## config.mk

```make
export PLATFORM = sky130hd
export DESIGN_NAME = prec_unmerge_flat
export DESIGN_NICKNAME = d
export VERILOG_FILES = /design/src/rtl/prec_pkg.sv /design/src/rtl/prec_unmerge_if.sv /design/src/rtl/prec_lane_narrow.sv /design/src/rtl/prec_unmerge.sv /design/src/flat_wrapper.sv
export SDC_FILE = /design/constraint.sdc
export NUM_CORES = 1
export LEC_CHECK = 0
export BUFFER_PORTS_ARGS = -buffer_cell sky130_fd_sc_hd__buf_4
export CAP_MARGIN = 20
export CELL_PAD_IN_SITES_DETAIL_PLACEMENT = 2
export CELL_PAD_IN_SITES_GLOBAL_PLACEMENT = 2
export CORE_MARGIN = 2
export CORE_UTILIZATION = 28
export CTS_CLUSTER_DIAMETER = 50
export CTS_CLUSTER_SIZE = 30
export DETAILED_ROUTE_END_ITERATION = 10
export GPL_ROUTABILITY_DRIVEN = 1
export GPL_TIMING_DRIVEN = 0
export PLACE_DENSITY_LB_ADDON = 0.1
export SKIP_LAST_GASP = 1
export SYNTH_ARGS = -nofsm -noshare
export SYNTH_HDL_FRONTEND = slang
export SYNTH_SLANG_ARGS = --single-unit
```

## constraint.sdc

```tcl
create_clock -name clk -period 1.9 [get_ports clk]
set_input_delay 0.095 -clock clk [delete_from_list [all_inputs] [get_ports clk]]
set_output_delay 0.095 -clock clk [all_outputs]
set_load 0.05 [all_outputs]
```

## src/rtl/prec_pkg.sv

```systemverilog
// Shared definitions for the precision un-merge stage: precision codes,
// field widths of each container level, FSM states and small helpers.
package prec_pkg;

  localparam logic [1:0] PRE_P8  = 2'b00;
  localparam logic [1:0] PRE_P16 = 2'b01;
  localparam logic [1:0] PRE_P32 = 2'b10;

  // P8 lane: 5b exponent, 17b mantissa
  localparam int LANE8_EXP_W   = 5;
  localparam int LANE8_MANT_W  = 17;
  // Half container (level 01): 10b exponent, 28b mantissa
  localparam int HALF_EXP_W    = 10;
  localparam int HALF_MANT_W   = 28;
  // Full container (level 10): 20b exponent, 56b mantissa
  localparam int CONT_EXP_W    = 20;
  localparam int CONT_MANT_W   = 56;
  // P16 lane: 10b exponent, 34b mantissa
  localparam int LANE16_EXP_W  = 10;
  localparam int LANE16_MANT_W = 34;
  // Lane-packed output bus
  localparam int OUT_EXP_W     = 20;
  localparam int OUT_MANT_W    = 68;

  typedef enum logic [2:0] {
    ST_IDLE = 3'd0,
    ST_WAIT = 3'd1,
    ST_STEP = 3'd2,
    ST_PACK = 3'd3,
    ST_OUT  = 3'd4
  } state_e;

  // Only three container/lane pairings have a defined narrowing path.
  function automatic logic pair_legal(input logic [1:0] in_pre, input logic [1:0] out_pre);
    logic ok;
    ok = 1'b0;
    if ((in_pre == PRE_P16) && (out_pre == PRE_P8)) begin
      ok = 1'b1;
    end else if ((in_pre == PRE_P32) && (out_pre == PRE_P16)) begin
      ok = 1'b1;
    end else if ((in_pre == PRE_P32) && (out_pre == PRE_P8)) begin
      ok = 1'b1;
    end else begin
      ok = 1'b0;
    end
    return ok;
  endfunction

  // A full container heading for P8 lanes needs one split before packing.
  function automatic logic need_step(input logic [1:0] in_pre, input logic [1:0] out_pre);
    return (in_pre == PRE_P32) && (out_pre == PRE_P8);
  endfunction

  // Bits of a half container that a P8 lane cannot carry.
  function automatic logic half_drop(input logic [HALF_EXP_W-1:0] e, input logic [HALF_MANT_W-1:0] m);
    return (|e[9:5]) | (|m[27:17]);
  endfunction

endpackage

```

## src/rtl/prec_unmerge_if.sv

```systemverilog
// Handshake and data bundle between the FMA result side and the lane-packed
// narrow side. master drives the inputs of the block, slave is the block.
interface prec_unmerge_if;
  import prec_pkg::*;

  logic                   in_valid;
  logic                   in_ready;
  logic [1:0]             in_pre;
  logic [1:0]             out_pre;
  logic [3:0]             s_E;
  logic [3:0]             s_F;
  logic [CONT_EXP_W-1:0]  exp_E;
  logic [CONT_EXP_W-1:0]  exp_F;
  logic [CONT_MANT_W-1:0] mant_E;
  logic [CONT_MANT_W-1:0] mant_F;

  logic                   out_valid;
  logic                   out_ready;
  logic [3:0]             s;
  logic [OUT_EXP_W-1:0]   exp;
  logic [OUT_MANT_W-1:0]  mant;
  logic [1:0]             out_pre_o;
  logic [3:0]             trunc;
  logic                   err;

  modport master (
    output in_valid, in_pre, out_pre, s_E, s_F, exp_E, exp_F, mant_E, mant_F, out_ready,
    input  in_ready, out_valid, s, exp, mant, out_pre_o, trunc, err
  );

  modport slave (
    input  in_valid, in_pre, out_pre, s_E, s_F, exp_E, exp_F, mant_E, mant_F, out_ready,
    output in_ready, out_valid, s, exp, mant, out_pre_o, trunc, err
  );

endinterface

```

## src/rtl/prec_lane_narrow.sv

```systemverilog
// One-level split of a full container (20b/56b) into two half containers
// (10b/28b each), reporting whether any discarded bit was set.
module prec_lane_narrow
  import prec_pkg::*;
(
  input  logic [1:0]             s_odd_i,  // container signs {s[3], s[1]}
  input  logic [CONT_EXP_W-1:0]  exp_i,
  input  logic [CONT_MANT_W-1:0] mant_i,
  output logic [3:0]             s_o,
  output logic [CONT_EXP_W-1:0]  exp_o,
  output logic [CONT_MANT_W-1:0] mant_o,
  output logic                   drop_o
);

  // Split the container: low P8-sized fields become the two half containers.
  always_comb begin
    s_o    = {1'b0, s_odd_i[1], 1'b0, s_odd_i[0]};
    exp_o  = {5'b0_0000, exp_i[9:5], 5'b0_0000, exp_i[4:0]};
    mant_o = {11'b000_0000_0000, mant_i[33:17], 11'b000_0000_0000, mant_i[16:0]};
    drop_o = (|exp_i[19:10]) | (|mant_i[55:34]);
  end

endmodule

```

## src/rtl/prec_unmerge.sv

```systemverilog
// Precision un-merge: takes E/F FMA containers, narrows them one level per
// cycle down to the requested lane precision and presents the lane-packed
// result with per-lane truncation flags.
module prec_unmerge
  import prec_pkg::*;
#(
  parameter int WAIT_CYC = 4
) (
  input  logic           clk,
  input  logic           rst,
  prec_unmerge_if.slave  bus
);

  localparam int CNT_W = (WAIT_CYC > 1) ? $clog2(WAIT_CYC) : 1;
  localparam logic [CNT_W-1:0] WAIT_LOAD = (WAIT_CYC > 0) ? CNT_W'(WAIT_CYC - 1) : {CNT_W{1'b0}};

  state_e                 state_q,     state_d;
  logic [CNT_W-1:0]       wait_cnt_q,  wait_cnt_d;
  logic [1:0]             in_pre_q,    in_pre_d;
  logic [1:0]             out_pre_q,   out_pre_d;
  logic [1:0]             cur_q,       cur_d;
  logic [3:0]             trunc_acc_q, trunc_acc_d;
  logic [3:0]             s_e_q,       s_e_d;
  logic [3:0]             s_f_q,       s_f_d;
  logic [CONT_EXP_W-1:0]  exp_e_q,     exp_e_d;
  logic [CONT_EXP_W-1:0]  exp_f_q,     exp_f_d;
  logic [CONT_MANT_W-1:0] mant_e_q,    mant_e_d;
  logic [CONT_MANT_W-1:0] mant_f_q,    mant_f_d;

  logic                   in_ready_q,  in_ready_d;
  logic                   out_valid_q, out_valid_d;
  logic [3:0]             s_o_q,       s_o_d;
  logic [OUT_EXP_W-1:0]   exp_o_q,     exp_o_d;
  logic [OUT_MANT_W-1:0]  mant_o_q,    mant_o_d;
  logic [1:0]             pre_o_q,     pre_o_d;
  logic [3:0]             trunc_q,     trunc_d;
  logic                   err_q,       err_d;

  logic [3:0]             nar_e_s,    nar_f_s;
  logic [CONT_EXP_W-1:0]  nar_e_exp,  nar_f_exp;
  logic [CONT_MANT_W-1:0] nar_e_mant, nar_f_mant;
  logic                   nar_e_drop, nar_f_drop;

  prec_lane_narrow u_nar_e (
    .s_odd_i ({s_e_q[3], s_e_q[1]}),
    .exp_i   (exp_e_q),
    .mant_i  (mant_e_q),
    .s_o     (nar_e_s),
    .exp_o   (nar_e_exp),
    .mant_o  (nar_e_mant),
    .drop_o  (nar_e_drop)
  );

  prec_lane_narrow u_nar_f (
    .s_odd_i ({s_f_q[3], s_f_q[1]}),
    .exp_i   (exp_f_q),
    .mant_i  (mant_f_q),
    .s_o     (nar_f_s),
    .exp_o   (nar_f_exp),
    .mant_o  (nar_f_mant),
    .drop_o  (nar_f_drop)
  );

  // Next-state, datapath and registered-output computation for the FSM.
  always_comb begin
    state_d     = state_q;
    wait_cnt_d  = wait_cnt_q;
    in_pre_d    = in_pre_q;
    out_pre_d   = out_pre_q;
    cur_d       = cur_q;
    trunc_acc_d = trunc_acc_q;
    s_e_d       = s_e_q;
    s_f_d       = s_f_q;
    exp_e_d     = exp_e_q;
    exp_f_d     = exp_f_q;
    mant_e_d    = mant_e_q;
    mant_f_d    = mant_f_q;
    out_valid_d = out_valid_q;
    s_o_d       = s_o_q;
    exp_o_d     = exp_o_q;
    mant_o_d    = mant_o_q;
    pre_o_d     = pre_o_q;
    trunc_d     = trunc_q;
    err_d       = err_q;

    case (state_q)
      ST_IDLE: begin
        if (bus.in_valid && in_ready_q) begin
          in_pre_d    = bus.in_pre;
          out_pre_d   = bus.out_pre;
          cur_d       = bus.in_pre;
          trunc_acc_d = 4'b0000;
          s_e_d       = bus.s_E;
          s_f_d       = bus.s_F;
          exp_e_d     = bus.exp_E;
          exp_f_d     = bus.exp_F;
          mant_e_d    = bus.mant_E;
          mant_f_d    = bus.mant_F;
          wait_cnt_d  = WAIT_LOAD;
          if (!pair_legal(bus.in_pre, bus.out_pre)) begin
            state_d = ST_PACK;
          end else if (WAIT_CYC > 0) begin
            state_d = ST_WAIT;
          end else if (need_step(bus.in_pre, bus.out_pre)) begin
            state_d = ST_STEP;
          end else begin
            state_d = ST_PACK;
          end
        end else begin
          state_d = ST_IDLE;
        end
      end

      ST_WAIT: begin
        if (wait_cnt_q == {CNT_W{1'b0}}) begin
          if (need_step(in_pre_q, out_pre_q)) begin
            state_d = ST_STEP;
          end else begin
            state_d = ST_PACK;
          end
        end else begin
          wait_cnt_d = wait_cnt_q - CNT_W'(1);
        end
      end

      // Only the full -> half split exists, so one step always reaches PACK.
      ST_STEP: begin
        s_e_d       = nar_e_s;
        s_f_d       = nar_f_s;
        exp_e_d     = nar_e_exp;
        exp_f_d     = nar_f_exp;
        mant_e_d    = nar_e_mant;
        mant_f_d    = nar_f_mant;
        trunc_acc_d = trunc_acc_q | {nar_f_drop, nar_f_drop, nar_e_drop, nar_e_drop};
        cur_d       = PRE_P16;
        state_d     = ST_PACK;
      end

      ST_PACK: begin
        out_valid_d = 1'b1;
        state_d     = ST_OUT;
        s_o_d       = 4'b0000;
        exp_o_d     = {OUT_EXP_W{1'b0}};
        mant_o_d    = {OUT_MANT_W{1'b0}};
        pre_o_d     = 2'b00;
        trunc_d     = 4'b0000;
        err_d       = 1'b0;
        if (!pair_legal(in_pre_q, out_pre_q)) begin
          err_d = 1'b1;
        end else begin
          case (cur_q)
            PRE_P16: begin
              // Lanes 0..3 = E.c0, E.c1, F.c0, F.c1
              s_o_d    = {s_f_q[2], s_f_q[0], s_e_q[2], s_e_q[0]};
              exp_o_d  = {exp_f_q[14:10], exp_f_q[4:0], exp_e_q[14:10], exp_e_q[4:0]};
              mant_o_d = {mant_f_q[44:28], mant_f_q[16:0], mant_e_q[44:28], mant_e_q[16:0]};
              pre_o_d  = PRE_P8;
              trunc_d  = trunc_acc_q | {half_drop(exp_f_q[19:10], mant_f_q[55:28]),
                                        half_drop(exp_f_q[9:0],   mant_f_q[27:0]),
                                        half_drop(exp_e_q[19:10], mant_e_q[55:28]),
                                        half_drop(exp_e_q[9:0],   mant_e_q[27:0])};
            end
            PRE_P32: begin
              s_o_d    = {s_f_q[3], 1'b0, s_e_q[3], 1'b0};
              exp_o_d  = {exp_f_q[9:0], exp_e_q[9:0]};
              mant_o_d = {mant_f_q[33:0], mant_e_q[33:0]};
              pre_o_d  = PRE_P16;
              trunc_d  = {nar_f_drop, 1'b0, nar_e_drop, 1'b0};
            end
            default: begin
              err_d = 1'b1;
            end
          endcase
        end
      end

      ST_OUT: begin
        if (bus.out_ready) begin
          out_valid_d = 1'b0;
          s_o_d       = 4'b0000;
          exp_o_d     = {OUT_EXP_W{1'b0}};
          mant_o_d    = {OUT_MANT_W{1'b0}};
          pre_o_d     = 2'b00;
          trunc_d     = 4'b0000;
          err_d       = 1'b0;
          state_d     = ST_IDLE;
        end else begin
          state_d = ST_OUT;
        end
      end

      default: begin
        state_d = ST_IDLE;
      end
    endcase

    in_ready_d = (state_d == ST_IDLE);
  end

  // State and output registers with synchronous reset that aborts any operation.
  always_ff @(posedge clk) begin
    if (rst) begin
      state_q     <= ST_IDLE;
      wait_cnt_q  <= {CNT_W{1'b0}};
      in_pre_q    <= 2'b00;
      out_pre_q   <= 2'b00;
      cur_q       <= 2'b00;
      trunc_acc_q <= 4'b0000;
      s_e_q       <= 4'b0000;
      s_f_q       <= 4'b0000;
      exp_e_q     <= {CONT_EXP_W{1'b0}};
      exp_f_q     <= {CONT_EXP_W{1'b0}};
      mant_e_q    <= {CONT_MANT_W{1'b0}};
      mant_f_q    <= {CONT_MANT_W{1'b0}};
      in_ready_q  <= 1'b0;
      out_valid_q <= 1'b0;
      s_o_q       <= 4'b0000;
      exp_o_q     <= {OUT_EXP_W{1'b0}};
      mant_o_q    <= {OUT_MANT_W{1'b0}};
      pre_o_q     <= 2'b00;
      trunc_q     <= 4'b0000;
      err_q       <= 1'b0;
    end else begin
      state_q     <= state_d;
      wait_cnt_q  <= wait_cnt_d;
      in_pre_q    <= in_pre_d;
      out_pre_q   <= out_pre_d;
      cur_q       <= cur_d;
      trunc_acc_q <= trunc_acc_d;
      s_e_q       <= s_e_d;
      s_f_q       <= s_f_d;
      exp_e_q     <= exp_e_d;
      exp_f_q     <= exp_f_d;
      mant_e_q    <= mant_e_d;
      mant_f_q    <= mant_f_d;
      in_ready_q  <= in_ready_d;
      out_valid_q <= out_valid_d;
      s_o_q       <= s_o_d;
      exp_o_q     <= exp_o_d;
      mant_o_q    <= mant_o_d;
      pre_o_q     <= pre_o_d;
      trunc_q     <= trunc_d;
      err_q       <= err_d;
    end
  end

  assign bus.in_ready  = in_ready_q;
  assign bus.out_valid = out_valid_q;
  assign bus.s         = s_o_q;
  assign bus.exp       = exp_o_q;
  assign bus.mant      = mant_o_q;
  assign bus.out_pre_o = pre_o_q;
  assign bus.trunc     = trunc_q;
  assign bus.err       = err_q;

endmodule

```

## src/flat_wrapper.sv

```systemverilog
// flat-port wrapper written by rule: the top's interface ports become plain ports
module prec_unmerge_flat import prec_pkg::*;
#(
  parameter int WAIT_CYC = 4
)
  (clk, rst, bus_in_valid, bus_in_pre, bus_out_pre, bus_s_E, bus_s_F, bus_exp_E, bus_exp_F, bus_mant_E, bus_mant_F, bus_out_ready, bus_in_ready, bus_out_valid, bus_s, bus_exp, bus_mant, bus_out_pre_o, bus_trunc, bus_err);
  prec_unmerge_if bus_i ();
  input  logic clk;
  input  logic rst;
  input wire logic [$bits(bus_i.in_valid)-1:0] bus_in_valid;
  input wire logic [$bits(bus_i.in_pre)-1:0] bus_in_pre;
  input wire logic [$bits(bus_i.out_pre)-1:0] bus_out_pre;
  input wire logic [$bits(bus_i.s_E)-1:0] bus_s_E;
  input wire logic [$bits(bus_i.s_F)-1:0] bus_s_F;
  input wire logic [$bits(bus_i.exp_E)-1:0] bus_exp_E;
  input wire logic [$bits(bus_i.exp_F)-1:0] bus_exp_F;
  input wire logic [$bits(bus_i.mant_E)-1:0] bus_mant_E;
  input wire logic [$bits(bus_i.mant_F)-1:0] bus_mant_F;
  input wire logic [$bits(bus_i.out_ready)-1:0] bus_out_ready;
  output wire logic [$bits(bus_i.in_ready)-1:0] bus_in_ready;
  output wire logic [$bits(bus_i.out_valid)-1:0] bus_out_valid;
  output wire logic [$bits(bus_i.s)-1:0] bus_s;
  output wire logic [$bits(bus_i.exp)-1:0] bus_exp;
  output wire logic [$bits(bus_i.mant)-1:0] bus_mant;
  output wire logic [$bits(bus_i.out_pre_o)-1:0] bus_out_pre_o;
  output wire logic [$bits(bus_i.trunc)-1:0] bus_trunc;
  output wire logic [$bits(bus_i.err)-1:0] bus_err;
  assign bus_i.in_valid = bus_in_valid;
  assign bus_i.in_pre = bus_in_pre;
  assign bus_i.out_pre = bus_out_pre;
  assign bus_i.s_E = bus_s_E;
  assign bus_i.s_F = bus_s_F;
  assign bus_i.exp_E = bus_exp_E;
  assign bus_i.exp_F = bus_exp_F;
  assign bus_i.mant_E = bus_mant_E;
  assign bus_i.mant_F = bus_mant_F;
  assign bus_i.out_ready = bus_out_ready;
  assign bus_in_ready = bus_i.in_ready;
  assign bus_out_valid = bus_i.out_valid;
  assign bus_s = bus_i.s;
  assign bus_exp = bus_i.exp;
  assign bus_mant = bus_i.mant;
  assign bus_out_pre_o = bus_i.out_pre_o;
  assign bus_trunc = bus_i.trunc;
  assign bus_err = bus_i.err;
  prec_unmerge #(.WAIT_CYC(WAIT_CYC)) u_core (.clk(clk), .rst(rst), .bus(bus_i));
endmodule
```

==> results of run 1 <==
[through the flow]
step / hold slack (ns) / setup WS, ns / TNS (ns)
after floorplan: 0.221 / 0.0102 / 0
after global placement: 0.305 / -0.814 / -146.73
after detailed placement: 0.312 / -0.804 / -154.15
after CTS: 0.103 / -0.0859 / -1.31
after global routing: 0.135 / -0.0985 / -2.49
final: 0.127 / -0.0524 / -0.594
[sequential cells by signal, indices dropped and copies added, names as in the netlist, 3 cells and up]
register            flops
u_core.trunc_acc_q      4
u_core.bus.exp         20
u_core.state_q          3
u_core.bus.mant        68
u_core.bus.trunc        4
u_core.mant_f_q        56
u_core.bus.s            4
u_core.mant_e_q        56
u_core.exp_e_q         20
u_core.s_f_q            4
u_core.exp_f_q         20
u_core.s_e_q            4
[layout by cell type, fill, tap and decap left out, types with 10 or more instances in the layout]
cell	netlist	routed
nand2_1	105	103
a22oi_1	77	77
dlygate4sd3_1	0	165
nor2_1	152	147
a21boi_0	44	43
a21oi_1	89	86
clkbuf_16	0	46
a31oi_1	44	43
inv_1	11	10
nand3_1	18	18
a22o_1	122	122
clkbuf_2	0	26
buf_2	14	11
buf_6	4	11
buf_4	2	297
nor4_1	40	38
dfxtp_1	275	269
clkbuf_1	83	29
[worst min path at each step]
| stage | slack [ns] | start | cells after the start | to |
|---|---|---|---|---|
| after floorplan | 0.22 | bus_exp_E[15] | 1 | u_core.exp_e_q[15] |
| after global placement | 0.31 | bus_exp_E[17] | 2 | u_core.exp_e_q[17] |
| after detailed placement | 0.31 | bus_exp_E[16] | 2 | u_core.exp_e_q[16] |
| after CTS | 0.10 | rst | 4 | u_core.cur_q[1] |
| after global routing | 0.13 | rst | 4 | u_core.cur_q[1] |
| final | 0.13 | rst | 4 | u_core.cur_q[1] |
[power breakdown]
part           total [mW]  leakage, nW  internal (mW)  switching, mW
clock                7.63        0.657           4.71           2.92
combinational        5.20         3.98           2.11           3.08
sequential           7.06         2.23           6.44          0.617
total                19.9         6.86           13.3           6.62
[kinds of logic (layout without fill, tap and decap cells)]
kind of cell             after synthesis  after routing  synth area share (%)
adder cells (fa/ha/maj)                3              3                 0.360
buffers and inverters                118            647                  4.77
other                                  1              3                0.0359
flip-flops                           275            275                  52.7
AND/OR/NAND/NOR                      354            354                  15.2
AO/OA/AOI/OAI                        390            390                  26.9
[cell type report]
cell class,count,area share [%]
sequential,275,32.7
multi-input combinational,748,27.2
buffer,101,4.22
inverter,11,0.245
antenna,2,0.0297
clock buffer,49,6.57
clock inverter,21,1.48
timing repair buffer,465,24.0
tap,468,3.48
[per-layer routing]
| metal | vias to the layer above | routed length, um |
|---|---|---|
| li1 | 5161 | - |
| met1 | 5539 | 20800 |
| met2 | 294 | 24800 |
| met3 | 82 | 2610 |
| met4 | 2 | 1350 |
| met5 | - | 13 |
[critical path, cell delays in order (launching register included)]
cell      delay [ns]
dfxtp_2         0.38
ha_4            0.23
or2_4           0.26
a211oi_4        0.19
buf_6           0.13
nor3b_4         0.21
buf_12          0.20
buf_12          0.13
a22o_1          0.15
[timing repair]
action | CTS | global route
cloned | 2 | 5
buffers inserted | 17 | 11
endpoints found under the hold margin | 168 | 0
setup endpoints to repair | 273 | 252
hold buffers | 165 | 0
resized for setup | 108 | 89
pin swaps | 4 | 11
==> results.json, run 1 <==
{
  "status": "finished with violations",
  "violations": "negative setup slack",
  "synth_seq_cells": 275,
  "clk_pin_slew_ns": 0.06,
  "area_growth_pct": 61.4,
  "drive_gt1_share_pct": 28.4,
  "rsz0062_at_grt": "yes",
  "multiInputGateArea_mm2": 0.00458,
  "yosys_most_used_dff": "dfxtp_1",
  "die_y_um": 197,
  "die_w_um": 197,
  "fin_area_mm2": 0.0168,
  "grt_usage_pct": 24.8,
  "maxCapViolCount": 0,
  "finalSetupViolCount": 27,
  "yosysSeqAreaShare_pct": 52.7,
  "synthesis.nets": 1312,
  "rrSetupSlack_ns": -0.05,
  "syn_inst": 1141,
  "p_leak_nw": 6.86,
  "gp_congestion": 0.775,
  "cp.arrival_ns": 2.41,
  "dr_total_vias": 11100,
  "grt_pass1_wl_mm": 73.8,
  "rows": 70,
  "finalCriticalPeriod_ns": 1.95,
  "r2r_cells": 8,
  "io_pins": 269,
  "crit_type": "reg2reg",
  "cts_buffers": 38,
  "fillers": 3909,
  "synthDistinctLibCells": 42,
  "use_met3_pct": 5.11,
  "crit_end": "u_core.bus.mant[15]",
  "synth_area_leader_cell": "dfxtp_1",
  "yosys_warnings": 0,
  "rr_startpoint": "u_core.cur_q[1]",
  "total_power_mw": 19.9,
  "nets": 1811,
  "start_kind": "register",
  "synthArstFlopShare_pct": 0,
  "drc": 0,
  "synthTopCellsByArea": "dfxtp_1, a22o_1, a22oi_1, nor2_1, a21oi_1",
  "coreArea_mm2": 0.0367,
  "r2r-end": "u_core.bus.mant[15]",
  "cts_tree": "yes",
  "grt.busiest_layer": "met2",
  "setup.worst_path.start": "u_core.cur_q[1]",
  "drt_first_pass_iters": 5,
  "dp_cells": 1876,
  "fin_worst_skew_ns": 0.0117,
  "place_area_mm2": 0.0130,
  "h-tree-depth": 2,
  "maxSlewHeadroom_pct": 48.5,
  "clock.fmax_ghz": 0.512,
  "fin_crit_sh_pct": 103,
  "grt_max_degree": 15,
  "ant_nets": 0,
  "root_buffer": "clkbuf_16",
  "grt_overflow": 0,
  "syn_area_mm2": 0.0104,
  "initial_core_util_pct": 28.4,
  "drtIter0Drc": 370,
  "hp-class": "in2reg",
  "synth.cells.most_frequent": "dfxtp_1, nor2_1, a22o_1, nand2_1, a21oi_1",
  "slew_violations": 0,
  "p_per_area_mw_per_mm2": 1180,
  "layout_setup_ws_ns": -0.0524,
  "clk-insertion-delay-late_ns": 0.53,
  "viasPerCell": 5.18,
  "ir_drop_v": 0.000547,
  "regArea_mm2": 0.00552,
  "avgRoutedWirePerCell_um": 23.1,
  "wirelength_mm": 49.5,
  "hold_violations": 0,
  "crit_fanout": 9,
  "met2_usage_pct": 44.1,
  "final_util_pct": 45.9,
  "stdcell_count": 2140,
  "cts.sinks": 275,
  "required_ns": 2.36,
  "syn_area_per_cell_um2": 9.15,
  "yosys.cell_count.top_type": "dfxtp_1",
  "tightest_slew_ns": 0.773,
  "cts_buffer_depth": 3,
  "antenna_found_initial": 3,
  "dieArea_mm2": 0.0388,
  "port_buffers": 267,
  "use_met1_pct": 30.1,
  "synth.top_cell.area_share_pct": 52.7,
  "grt_pass1_vias": 12100,
  "synth_edf_count": 0,
  "cp-end-kind": "register",
  "dpl.hpwl_mm": 32.2
}
Power figures use the tool's default switching activity.
==> run 2: changes to the inputs <==
CORE_UTILIZATION = 31   (was 28)
MAX_ROUTING_LAYER = met4   (was not set)
clock period = 2.1 ns   (was 1.9 ns; I/O delays follow)
==> run 2 against run 1 <==
The flow finishes with violations (negative hold slack). Design area down 3.6%. Worst hold slack worse by 0.13 ns. Total power down 13%. Non-clock buffer count down 14. First-iteration DRC count up 29%. Largest cell class unchanged. Largest power group unchanged.
==> results.json, run 2 (synthesis results as in run 1) <==
{
  "finalCriticalPeriod_ns": 2.08,
  "grt_pass1_wl_mm": 76.0,
  "crit_fanout": 10,
  "clk-insertion-delay-late_ns": 0.52,
  "ant_nets": 0,
  "holdPathStages": 3,
  "die_w_um": 188,
  "die_y_um": 188,
  "cts_tree": "yes",
  "largest_register_ffs": 68,
  "p_clk_share_pct": 37.7,
  "required_ns": 2.54,
  "nets": 1796,
  "layout_setup_ws_ns": 0.0178,
  "root_buffer": "clkbuf_16",
  "final_util_pct": 48.7,
  "hold_violations": 1,
  "rsz0062_at_grt": "yes",
  "dieArea_mm2": 0.0352,
  "avgRoutedWirePerCell_um": 24.0,
  "p_sw_share_pct": 34.5,
  "ir_drop_v": 0.000585,
  "crit_type": "reg2reg",
  "maxSlewHeadroom_pct": 43.8,
  "final_common_cell": "buf_4",
  "grt_overflow": 0,
  "port_buffers": 267,
  "initial_core_util_pct": 31.3,
  "gp_congestion": 0.800,
  "place_area_mm2": 0.0130,
  "cts.sinks": 275,
  "cp-end-kind": "register",
  "fin_worst_skew_ns": 0.0143,
  "drtIter0Drc": 477,
  "internal_power_mw": 11.3,
  "drc": 0,
  "grt_max_degree": 15,
  "finalSetupViolCount": 0,
  "clock.fmax_ghz": 0.480,
  "setup_tns_ns": 0,
  "antennaDiodeCount": 0,
  "fin_area_mm2": 0.0162,
  "pre_cts_ws_ns": -0.665,
  "cts_buffer_depth": 3,
  "coreArea_mm2": 0.0334,
  "grt_pass1_vias": 12300,
  "cp.arrival_ns": 2.52,
  "status": "finished with violations",
  "drive_gt1_share_pct": 25.8,
  "switching_power_mw": 5.94,
  "slew_violations": 0,
  "io_pins": 269,
  "grt_usage_pct": 28.9,
  "tightest_slew_ns": 0.843,
  "whs_ns": -0.00378,
  "fillers": 3558,
  "rrSetupSlack_ns": 0.02,
  "p_leak_nw": 6.59,
  "fin_crit_sh_pct": 99.2,
  "final_cell_mix": "buf_4, dfxtp_1, dlygate4sd3_1",
  "start_kind": "register",
  "comb_power_share_pct": 25.3,
  "p_seq_share_pct": 37.0,
  "dpl.hpwl_mm": 31.3,
  "wirelength_mm": 50.3,
  "maxCapViolCount": 0,
  "cts_buffers": 37,
  "h-tree-depth": 2,
  "p_per_area_mw_per_mm2": 1060,
  "clk_pin_slew_ns": 0.07,
  "r2r_cells": 9,
  "rows": 67,
  "area_growth_pct": 55.5,
  "hp-class": "in2reg",
  "antenna_found_initial": 0,
  "viasPerCell": 5.29,
  "drt_first_pass_iters": 4,
  "violations": "negative hold slack",
  "dr_total_vias": 11100
}
[run 2: cell count changes in the layout (fill, tap and decap cells not counted), moves of 3 or more]
cell and change:
clkbuf_8 -4, buf_4 -10, clkbuf_16 -9, buf_12 -5
buf_6 -3, dfxtp_2 -3, clkbuf_2 +4, clkbuf_1 +16
buf_8 -6, dfxtp_1 +4
[run 2: worst max-delay path, cell delays in order (launching register included)]
cell,delay (ns)
dfxtp_1,0.30
buf_2,0.20
nor4bb_4,0.35
buf_4,0.18
and2_4,0.15
buf_6,0.19
buf_12,0.18
buf_4,0.18
nand2_1,0.08
a21oi_2,0.19
[run 2: layer usage]
layer / vias up / GRT usage (%) / part of all wire [%]
met3: 76 / 5.28 / 5.1
met1: 5595 / 32.5 / 40
met5: - / - / 0
li1: 5132 / - / -
met2: 310 / 52.6 / 52
met4: 0 / 7.45 / 2.1
[run 2: worst paths after layout]
path | from | to
min reg2reg | u_core.mant_f_q[12] | u_core.bus.mant[46]
min | bus_mant_E[39] | u_core.mant_e_q[39]
max reg2reg | u_core.state_q[0] | u_core.mant_f_q[25]
max | u_core.state_q[0] | u_core.mant_f_q[25]
[run 2: cell type report]
cell class                      instances  area, um2  area share (%)
Sequential cell                       275       5510            33.9
Clock inverter                         23        273            1.68
Timing Repair Buffer                  447       3790            23.4
Inverter                               11       41.3           0.254
Clock buffer                           42        965            5.94
Tap cell                              448        561            3.45
Multi-Input combinational cell        748       4520            27.9
Buffer                                105        576            3.54
[run 2: stage by stage]
stage / hold slack, ns / cells / power, mW
after floorplan: 0.231 / 1141 / 8.49
after global placement: 0.315 / 1856 / 9.99
after detailed placement: 0.320 / 1856 / 10.1
after CTS: 0.00282 / 2087 / 16.9
after global routing: 0.00656 / 2099 / 18.0
final: -0.00378 / 2099 / 17.2
[run 2: repair_timing]
| item | 4_1_cts | 5_1_grt |
|---|---|---|
| hold endpoints to repair | 164 | 1 |
| hold buffers | 162 | 1 |
| resized for setup | 51 | 60 |
| endpoints found under the setup margin | 272 | 235 |
| pin swaps | 1 | 2 |
| setup buffers | 5 | 12 |
[run 2: power groups by stage]
| stage | Sequential, mW | Clock [mW] | Combinational, mW |
|---|---|---|---|
| after floorplan | 6.27 | 0 | 2.22 |
| after global placement | 6.40 | 0 | 3.59 |
| after detailed placement | 6.43 | 0 | 3.68 |
| after CTS | 6.33 | 6.54 | 4.06 |
| after global routing | 6.44 | 6.81 | 4.73 |
| final | 6.38 | 6.50 | 4.36 |
==> run 3: changes to the inputs <==
BUFFER_PORTS_ARGS = -buffer_cell sky130_fd_sc_hd__buf_2   (was -buffer_cell sky130_fd_sc_hd__buf_4)
==> run 3 against run 2 <==
The flow now finishes without violations. Combinational power down 4%. Register-to-register slack barely moved. Maximum frequency grew 0.71%. Critical path type unchanged. Critical endpoint is now u_core.exp_e_q[16]. Largest cell class unchanged. Highest routed layer unchanged.
==> results.json, run 3 (synthesis results as in run 1) <==
{
  "grt_pass1_wl_mm": 74.1,
  "cts.sinks": 275,
  "p_clk_share_pct": 39.5,
  "total_power_mw": 17.4,
  "cpMaxStageDelayCell": "or3b_4",
  "antenna_found_initial": 1,
  "drt_first_pass_iters": 6,
  "avgRoutedWirePerCell_um": 23.2,
  "fin_area_mm2": 0.0156,
  "p_sw_share_pct": 34.1,
  "io_pins": 269,
  "grt_overflow": 0,
  "rsz0062_at_grt": "yes",
  "hold_start": "rst",
  "cts_buffer_depth": 3,
  "final_cell_mix": "buf_2, dfxtp_1, dlygate4sd3_1",
  "ir_drop_v": 0.000484,
  "cpPeakStageDelay_ns": 0.53,
  "gp_congestion": 0.786,
  "p_leak_nw": 6.50,
  "internal_power_mw": 11.5,
  "layout_setup_ws_ns": 0.0325,
  "final_util_pct": 46.8,
  "grt_pass1_vias": 12300,
  "dr_total_vias": 11000,
  "clk-insertion-delay-late_ns": 0.54,
  "hold_violations": 0,
  "finalSetupViolCount": 0,
  "grt_max_degree": 16,
  "hp-class": "in2reg",
  "area_growth_pct": 49.7,
  "status": "finished, final reports clean",
  "nets": 1789,
  "setup.worst_path.start": "u_core.state_q[0]",
  "slew_violations": 0,
  "coreArea_mm2": 0.0334,
  "initial_core_util_pct": 31.3,
  "crit_fanout": 10,
  "finalCriticalPeriod_ns": 2.07,
  "fin_worst_skew_ns": 0.0184,
  "drive_gt1_share_pct": 26.0,
  "clock.fmax_ghz": 0.484,
  "dieArea_mm2": 0.0352,
  "rr_startpoint": "u_core.state_q[0]",
  "whs_ns": 0.158,
  "cts_buffers": 37,
  "dpl.hpwl_mm": 30.9,
  "cts_tree": "yes",
  "die_w_um": 188,
  "tightest_slew_ns": 0.776,
  "cp_cell_sequence": "buf_2, or3b_4, nand2b_1, buf_4, nor2_2, buf_2, a22o_1",
  "p_seq_share_pct": 36.5,
  "wirelength_mm": 48.7,
  "pre_cts_ws_ns": -0.695,
  "final_common_cell": "buf_2",
  "cp_common_cell": "buf_2",
  "dp_cells": 1856,
  "place_area_mm2": 0.0123,
  "viasPerCell": 5.25,
  "drtIter0Drc": 463,
  "start_kind": "register",
  "die_y_um": 188,
  "crit_type": "reg2reg",
  "largest_register_ffs": 68,
  "rows": 67,
  "port_buffers": 267,
  "maxSlewHeadroom_pct": 48.3,
  "required_ns": 2.51,
  "fin_crit_sh_pct": 98.5,
  "root_buffer": "clkbuf_16",
  "p_per_area_mw_per_mm2": 1110,
  "switching_power_mw": 5.94,
  "fillers": 3603,
  "stdcell_count": 2096,
  "comb_power_share_pct": 24.0,
  "maxCapViolCount": 0,
  "cp.arrival_ns": 2.48,
  "cp-end-kind": "register",
  "h-tree-depth": 2,
  "drc": 0,
  "grt_usage_pct": 28.1,
  "clk_pin_slew_ns": 0.07,
  "setup_tns_ns": 0,
  "ant_nets": 0
}
-- run 3: final cells by class --
| class | instances | area, um2 | share of cell area, % |
|---|---|---|---|
| Tap cell | 448 | 561 | 3.59 |
| Clock buffer | 43 | 1020 | 6.53 |
| Multi-Input combinational cell | 748 | 4520 | 28.9 |
| Clock inverter | 25 | 314 | 2.01 |
| Sequential cell | 275 | 5510 | 35.2 |
| Buffer | 105 | 581 | 3.71 |
| Inverter | 11 | 41.3 | 0.264 |
| Timing Repair Buffer | 440 | 3080 | 19.7 |
| Antenna cell | 1 | 2.50 | 0.0160 |
-- run 3: power groups by stage --
stage / registers (mW) / clock network (mW) / logic [mW]
CTS: 6.32 / 6.93 / 3.98
finish: 6.36 / 6.87 / 4.17
floorplan: 6.27 / 0 / 2.22
detailed placement: 6.42 / 0 / 3.60
global route: 6.43 / 7.22 / 4.54
global placement: 6.40 / 0 / 3.50
-- run 3: worst paths after layout --
kind	end	slack, ns	depth (start not counted)
max	u_core.exp_e_q[16]	0.03	7
min	u_core.exp_f_q[16]	0.16	4
max reg2reg	u_core.exp_e_q[16]	0.03	7
min reg2reg	u_core.bus.mant[40]	0.45	1
-- run 3: repair_timing --
item | in CTS | in global routing
endpoints found under the hold margin | 168 | 0
gates resized for setup | 53 | 61
setup buffers | 4 | 3
pin swaps | 1 | 3
gates cloned | 0 | 1
hold buffers | 165 | 0
setup endpoints to repair | 272 | 193
-- run 3: worst max-delay path, delay by kind of cell, from the launching register on --
| kind | cells | cell delay (ns) |
|---|---|---|
| simple gates | 3 | 0.75 |
| compound gates | 1 | 0.29 |
| flops | 1 | 0.29 |
| buf+inv | 3 | 0.62 |
-- run 3: layer usage --
| metal | part of all wire, % | global-route usage (%) | vias up |
|---|---|---|---|
| met1 | 41 | 31.6 | 5502 |
| li1 | - | - | 5118 |
| met2 | 51 | 50.4 | 310 |
| met4 | 2.7 | 8.72 | 0 |
| met3 | 5.3 | 5.26 | 82 |
| met5 | 0 | - | - |
